File: config.mk
export PLATFORM = sky130hd
export DESIGN_NAME = stfq_rank
export DESIGN_NICKNAME = d
export VERILOG_FILES = /design/src/rtl/pifo_pkg.sv /design/src/rtl/stfq_flow_table.sv /design/src/rtl/stfq_rank.sv
export SDC_FILE = /design/constraint.sdc
export NUM_CORES = 1
export LEC_CHECK = 0
export BUFFER_PORTS_ARGS = -buffer_cell sky130_fd_sc_hd__buf_2
export CORE_MARGIN = 3
export CORE_UTILIZATION = 50
export CTS_BUF_LIST = sky130_fd_sc_hd__clkbuf_4 sky130_fd_sc_hd__clkbuf_8
export CTS_CLUSTER_SIZE = 28
export DETAILED_ROUTE_END_ITERATION = 8
export MAX_ROUTING_LAYER = met4
export PLACE_DENSITY_LB_ADDON = 0.2
export SLEW_MARGIN = 20
export SYNTH_ARGS = -nofsm -noshare
export SYNTH_HDL_FRONTEND = slang
export SYNTH_HIERARCHICAL = 1
export SYNTH_SLANG_ARGS = --single-unit
File: constraint.sdc
create_clock -name clk -period 6.7 [get_ports clk]
set_input_delay 0.335 -clock clk [delete_from_list [all_inputs] [get_ports clk]]
set_output_delay 0.335 -clock clk [all_outputs]
set_load 0.005 [all_outputs]
File: src/rtl/pifo_pkg.sv
// Shared types and helpers for the PIFO and its STFQ rank stage.
package pifo_pkg;

    typedef logic [31:0] rank_t;

    localparam int SHIFT_W = 3;

    // Unsigned add that clamps at all-ones instead of wrapping.
    function automatic rank_t sat_add32(input rank_t a, input rank_t b);
        logic [32:0] sum;
        sum = {1'b0, a} + {1'b0, b};
        return sum[32] ? '1 : sum[31:0];
    endfunction

    // True when exactly one bit is set; callers zero-extend their flow vector.
    function automatic logic onehot_ok(input logic [31:0] v);
        return (v != '0) && ((v & (v - 32'd1)) == '0);
    endfunction

endpackage

File: src/rtl/stfq_flow_table.sv
// Per-flow STFQ state: finish time, weight shift and PIFO occupancy.
// Read is a one-hot mux; writes are one-hot update strobes.
module stfq_flow_table
    import pifo_pkg::*;
#(
    parameter int FLOWS     = 10,
    parameter int BANK_SIZE = 50,
    parameter int OCC_W     = $clog2(BANK_SIZE + 1)
) (
    input  logic               clk,
    input  logic               rst,
    input  logic [FLOWS-1:0]   rd_flow,
    output rank_t              rd_finish,
    output logic [SHIFT_W-1:0] rd_shift,
    output logic [OCC_W-1:0]   rd_occ,
    input  logic               wr_en,
    input  logic [FLOWS-1:0]   wr_flow,
    input  rank_t              wr_finish,
    input  logic               deq_en,
    input  logic [FLOWS-1:0]   deq_flow,
    input  logic               cfg_we,
    input  logic [FLOWS-1:0]   cfg_flow,
    input  logic [SHIFT_W-1:0] cfg_shift
);

    rank_t              finish [FLOWS];
    logic [SHIFT_W-1:0] shift  [FLOWS];
    logic [OCC_W-1:0]   occ    [FLOWS];

    logic [FLOWS-1:0] inc;
    logic [FLOWS-1:0] dec;

    // One-hot read mux plus per-flow increment/decrement strobes.
    always_comb begin
        // NOTE: every output gets a default before the loop so no path leaves a latch.
        rd_finish = '0;
        rd_shift  = '0;
        rd_occ    = '0;
        inc       = '0;
        dec       = '0;
        for (int f = 0; f < FLOWS; f++) begin
            if (rd_flow[f]) begin
                rd_finish = rd_finish | finish[f];
                rd_shift  = rd_shift  | shift[f];
                rd_occ    = rd_occ    | occ[f];
            end
            inc[f] = wr_en && wr_flow[f];
            // A dequeue against an empty count is ignored.
            dec[f] = deq_en && deq_flow[f] && (occ[f] != '0);
        end
    end

    // Finish/shift/occupancy update; accept and dequeue on one flow cancel.
    always_ff @(posedge clk) begin
        // NOTE: this state is architecturally visible after reset, so the whole table clears rather than being left as uninitialised RAM.
        if (!rst) begin
            for (int f = 0; f < FLOWS; f++) begin
                finish[f] <= '0;
                shift[f]  <= '0;
                occ[f]    <= '0;
            end
        end else begin
            for (int f = 0; f < FLOWS; f++) begin
                // NOTE: non-blocking so every read in this edge sees pre-edge state.
                if (inc[f]) finish[f] <= wr_finish;
                if (cfg_we && cfg_flow[f]) shift[f] <= cfg_shift;
                if (inc[f] && !dec[f]) begin
                    occ[f] <= occ[f] + OCC_W'(1);
                end else if (dec[f] && !inc[f]) begin
                    occ[f] <= occ[f] - OCC_W'(1);
                end
            end
        end
    end

endmodule

File: src/rtl/stfq_rank.sv
// STFQ rank stage: computes start-time ranks from per-flow finish times and
// a virtual clock driven by PIFO dequeues, and registers the PIFO push.
module stfq_rank
    import pifo_pkg::*;
#(
    parameter int FLOWS     = 10,
    parameter int BANK_SIZE = 50
) (
    input  logic               clk,
    input  logic               rst,
    input  logic               in_valid,
    output logic               in_ready,
    input  logic [FLOWS-1:0]   in_flow,
    input  logic [31:0]        in_length,
    input  logic [31:0]        in_value,
    input  logic               cfg_we,
    input  logic [FLOWS-1:0]   cfg_flow,
    input  logic [SHIFT_W-1:0] cfg_shift,
    input  logic               deq_valid,
    input  logic [FLOWS-1:0]   deq_flow,
    input  logic [31:0]        deq_rank,
    output logic               push,
    output logic [31:0]        push_rank,
    output logic [31:0]        push_value,
    output logic [FLOWS-1:0]   push_flow,
    output logic [31:0]        drop_count
);

    localparam int OCC_W = $clog2(BANK_SIZE + 1);

    rank_t              vt;
    rank_t              rd_finish;
    logic [SHIFT_W-1:0] rd_shift;
    logic [OCC_W-1:0]   rd_occ;

    logic  flow_ok;
    logic  accept;
    logic  push_en;
    logic  drop_en;
    logic  deq_en;
    rank_t start;
    rank_t next_finish;

    assign flow_ok  = onehot_ok(32'(in_flow));
    // Only a well-formed flow can be full; malformed packets are always taken and dropped.
    assign in_ready = !(flow_ok && (rd_occ == OCC_W'(BANK_SIZE)));
    assign accept   = in_valid && in_ready;
    assign push_en  = accept && flow_ok;
    assign drop_en  = accept && !flow_ok;
    assign deq_en   = deq_valid && onehot_ok(32'(deq_flow));

    // Rank uses pre-edge vt, so a same-cycle dequeue only affects later packets.
    assign start       = (vt > rd_finish) ? vt : rd_finish;
    assign next_finish = sat_add32(start, in_length >> rd_shift);

    stfq_flow_table #(
        .FLOWS     (FLOWS),
        .BANK_SIZE (BANK_SIZE),
        .OCC_W     (OCC_W)
    ) u_table (
        .clk       (clk),
        .rst       (rst),
        .rd_flow   (in_flow),
        .rd_finish (rd_finish),
        .rd_shift  (rd_shift),
        .rd_occ    (rd_occ),
        .wr_en     (push_en),
        .wr_flow   (in_flow),
        .wr_finish (next_finish),
        .deq_en    (deq_en),
        .deq_flow  (deq_flow),
        .cfg_we    (cfg_we),
        .cfg_flow  (cfg_flow),
        .cfg_shift (cfg_shift)
    );

    // Virtual clock: monotonic max of dequeued ranks.
    always_ff @(posedge clk) begin
        if (!rst) begin
            vt <= '0;
        end else if (deq_valid && (deq_rank > vt)) begin
            vt <= deq_rank;
        end
    end

    // Saturating count of packets dropped for a malformed flow vector.
    always_ff @(posedge clk) begin
        if (!rst) begin
            drop_count <= '0;
        end else if (drop_en && (drop_count != '1)) begin
            drop_count <= drop_count + 32'd1;
        end
    end

    // Push register: one-cycle pulse per well-formed accept, payload held between pushes.
    always_ff @(posedge clk) begin
        if (!rst) begin
            push       <= 1'b0;
            push_rank  <= '0;
            push_value <= '0;
            push_flow  <= '0;
        end else begin
            push <= push_en;
            if (push_en) begin
                push_rank  <= start;
                push_value <= in_value;
                push_flow  <= in_flow;
            end
        end
    end

endmodule
==> results.txt <==
----------------------------------------------------
[CTS]
  Bufs on Longest Clock Path ... 3
  Root Buffer Master ... sky130_fd_sc_hd__clkbuf_8
  TritonCTS sink count ... 549
  Clock network latency to the later pin of the worst-skew pair ... ~710 ps
  Clock-pin slew reported for the worst setup and hold paths after clock tree synthesis ... 60 ps
  TritonCTS Buffers ... 92
  Clock H-tree levels ... 3
  CTS tree ... built

[Worst setup path]
  Launching instance or port of the critical path ... u_table/finish[0][22]$_SDFFCE_PN0P_
  Type of origin of the critical path ... flop
  Maximum single-stage delay on the critical path ... approximately 560 ps
  Cell with the largest stage delay on the worst path ... sky130_fd_sc_hd__or4_1
  Worst Path Required ... just over 7000 ps
  Element type at the critical path end ... flop
  Launch point of the worst reg-to-reg path ... u_table/finish[0][22]$_SDFFCE_PN0P_
  Category of the most critical setup path ... flop to flop
  CP arrival ... between 6000 and 7000 ps
  Gate family responsible for the most delay along the worst path ... simple AND/OR/NAND/NOR gates
  Buffering stage count on the worst path with inverters included ... 5
  Highest net fanout along the worst path ... 13

[Drt]
  Final ANT Viol Nets ... 0
  First-pass iteration count of the detailed router ... 5
  Initial DRC Count ... roughly 2400
  Total routed wirelength ... 95100 microns
  Detailed-route vias per instance ... 5.91
  Wirelength per Cell ... between 20 and 25 microns
  Residual DRC count ... 0
  Vias post-DR ... 25100

[Logic synthesis]
  Number of storage elements in the synthesis netlist ... 549
  Number of enable-type register cells in the synthesized netlist ... 410
  Warning count from the yosys run ... 6
  Sequential cell area fraction in the yosys report ... 49.9%
  Async set-or-reset flop fraction in the synthesized netlist ... 0%
  Netlist Area Pre-Place ... 30200 sq um
  Mean area per synthesized cell ... around 10 sq um
  Yosys cell types ... 83
  Post-synthesis cell count ... 2913
  Share of the synthesized area in the top cell type ... 40.7%
  Main synth FF type ... sky130_fd_sc_hd__edfxtp_1
  Most used standard cells in the synthesized netlist ... sky130_fd_sc_hd__edfxtp_1 (410), sky130_fd_sc_hd__and2_1 (378), sky130_fd_sc_hd__nand2_1 (275), sky130_fd_sc_hd__nor2_1 (162), sky130_fd_sc_hd__dfxtp_1 (139)
  Cell taking the most area after synthesis ... sky130_fd_sc_hd__edfxtp_1
  Syn Nets ... approximately 3200
  Cell with the most instances after synthesis ... sky130_fd_sc_hd__edfxtp_1
  Cell types occupying the most area after synthesis ... sky130_fd_sc_hd__edfxtp_1 (41%), sky130_fd_sc_hd__dfxtp_1 (9.2%), sky130_fd_sc_hd__and2_1 (7.8%)

[Place]
  Global placement routability congestion ... 0.941
  DP Cell Count ... ~4000
  Count of buffers from port buffering ... 241
  DP HPWL ... ~64000 microns
  Placement-stage cell area ... 33700 sq um
  Worst setup slack after placement ... -403 ps

[Cells and area]
  Area growth from synthesis to final layout ... 22.1%
  Post-layout instance area ... approximately 37000 sq um
  Final net count ... 3683
  Proportion of layout cells with a drive suffix above 1 ... 21.0%
  Number of standard cells in the layout, taps in and fillers out ... 4252

[Die]
  Core Rows ... 89
  Count of pins on the block boundary ... 242
  Full die area ... 63400 sq um
  Chip width ... 252 microns
  Effective utilization at floorplan ... between 50% and 60%
  Placeable core region ... 59400 sq um
  Die outline height ... 252 microns

[STA]
  Minimum setup slack in the final design ... 250 ps
  Minimum hold slack ... just under 70 ps
  Fmax ... 155 MHz
  Final clock skew ... 47.8 ps
  Slew at the pin closest to its max-slew limit ... 1110 ps
  Final-report max-slew violation count ... 0
  Hold violation total from the final report ... 0
  Relative max-transition margin ... between 20% and 30%
  Final setup violation count ... 0
  Period Utilization, post-route ... 96.3%
  Clock period minus worst slack ... about 6400 ps

[Pwr]
  Total Power ... 9.26 mW
  Psw ... 2.81 mW
  Clock network power share ... 33.6%
  Combinational share of power ... 25.1%
  Net switching share of the total power ... 30.4%
  Total power divided by cell area ... 251 nW/um^2
  Internal ... between 6 and 7 mW
  Lkg Pwr ... 15.7 nW
  Peak supply drop ... 135 uV
  Relative contribution of sequential cells to total power ... between 40% and 50%

[Global route]
  Global-route wire length before repair ... 143000 microns
  Global-route total usage across every layer ... 29.9%
  Grt total ovfl ... 0
  Via count of the first global-routing pass ... 24900
  Initial antenna violation count ... 2
  Pin count of the biggest net entering global routing ... 114

[Job]
  Max-cap violations ... 0

[Hold path]
  Path type of the worst min-delay path ... input pin to flop
  Hold path startpoint ... deq_rank[0]

[Outcome]
  Run status ... completed

----------------------------------------------------
[routing by layer]
| metal | wire, microns | GRT usage [%] | vias up |
|---|---|---|---|
| li1 | - | - | 11600 |
| met1 | 41200 | 40.3 | 12200 |
| met2 | 43900 | 47.6 | 1127 |
| met3 | 7570 | 4.50 | 186 |
| met4 | 2430 | 8.01 | 0 |
| met5 | 0 | - | - |
[flip-flops by register name, indices dropped and copies added (netlist names), 10 cells and up]
name and flops:
drop_count 32, push_flow 10, push_rank 32, push_value 32, u_table/finish 320, u_table/occ 60, u_table/shift 30, vt 32
[path summary, 6_finish.rpt]
path	end	slack, ps	cells after the start
worst max-delay path	u_table/finish[7][31]$_SDFFCE_PN0P_	250	27
worst min-delay path	vt[0]$_SDFFE_PN0P_	70	4
worst max register to register	u_table/finish[7][31]$_SDFFCE_PN0P_	250	27
worst min register to register	push_flow[3]$_SDFFE_PN0P_	470	2
[power groups by stage]
stage / combinational [mW] / clock (mW) / sequential, mW
3_5_place_dp: 2.04 / 0 / 3.89
2_1_floorplan: 1.07 / 0 / 3.87
6_report: 2.32 / 3.11 / 3.82
5_1_grt: 2.50 / 3.30 / 3.83
4_1_cts: 2.11 / 3.16 / 3.82
3_3_place_gp: 2.02 / 0 / 3.89
[kinds of logic (layout without fill, tap and decap cells)]
family          after synthesis  after routing  synth area share [%]
compound gates              618            621                  14.6
fa+ha+maj                   146            146                  6.26
flops                       549            549                  49.9
mux                          84             84                  3.13
other cells                   0              3                     0
simple gates               1132           1133                  19.8
xor+xnor                     79             79                  2.31
buf+inv                     305            864                  3.89
[cell usage in the layout, fill, tap and decap left out, types with 83 or more instances in the layout]
master and n:
sky130_fd_sc_hd__buf_4 216, sky130_fd_sc_hd__inv_1 137, sky130_fd_sc_hd__nor2_1 162, sky130_fd_sc_hd__and2_1 378, sky130_fd_sc_hd__dfxtp_1 139, sky130_fd_sc_hd__o21ai_0 91, sky130_fd_sc_hd__edfxtp_1 410, sky130_fd_sc_hd__a21oi_1 83
sky130_fd_sc_hd__clkbuf_8 101, sky130_fd_sc_hd__nand2_1 274, sky130_fd_sc_hd__ha_1 131, sky130_fd_sc_hd__buf_2 240, sky130_fd_sc_hd__a22oi_1 123
[stage by stage]
| stage | utilization [%] | setup TNS (ps) |
|---|---|---|
| 6_report | 62.2 | 0 |
| 5_1_grt | 62.2 | -5320 |
| 4_1_cts | 61.4 | -0.0462 |
| 3_5_place_dp | 56.8 | -92850 |
| 3_3_place_gp | 56.8 | -30700 |
| 2_1_floorplan | - | 0 |
[repair_timing]
| action | in CTS | in global routing |
|---|---|---|
| hold buffers | 76 | 0 |
| setup endpoints to repair | 300 | 320 |
| gates resized for setup | 2 | 51 |
| gates cloned | 0 | 9 |
| pin swaps | 5 | 22 |
| setup buffers | 7 | 12 |
| endpoints found under the hold margin | 103 | 0 |
[worst register-to-register path: cells and delay by family (launching register included)]
kind / cells / cell delay (ps)
and+or+nand+nor: 10 / 2470
DFF: 1 / 370
xor gates and xnor gates: 1 / 300
AOI/OAI and AO/OA: 9 / 1850
buffers and inverters: 5 / 790
adders and majority gates: 2 / 380
[area by class of cell]
class | count | area (sq um)
Sequential cell | 549 | 15100
Antenna cell | 3 | 7.51
Timing Repair Buffer | 562 | 4160
Inverter | 139 | 523
Clock buffer | 126 | 1580
Tap cell | 773 | 967
Multi-Input combinational cell | 2063 | 14200
Fill cell | 4814 | 22500
Clock inverter | 37 | 327
Note: power is estimated with default switching activity, not from simulation.
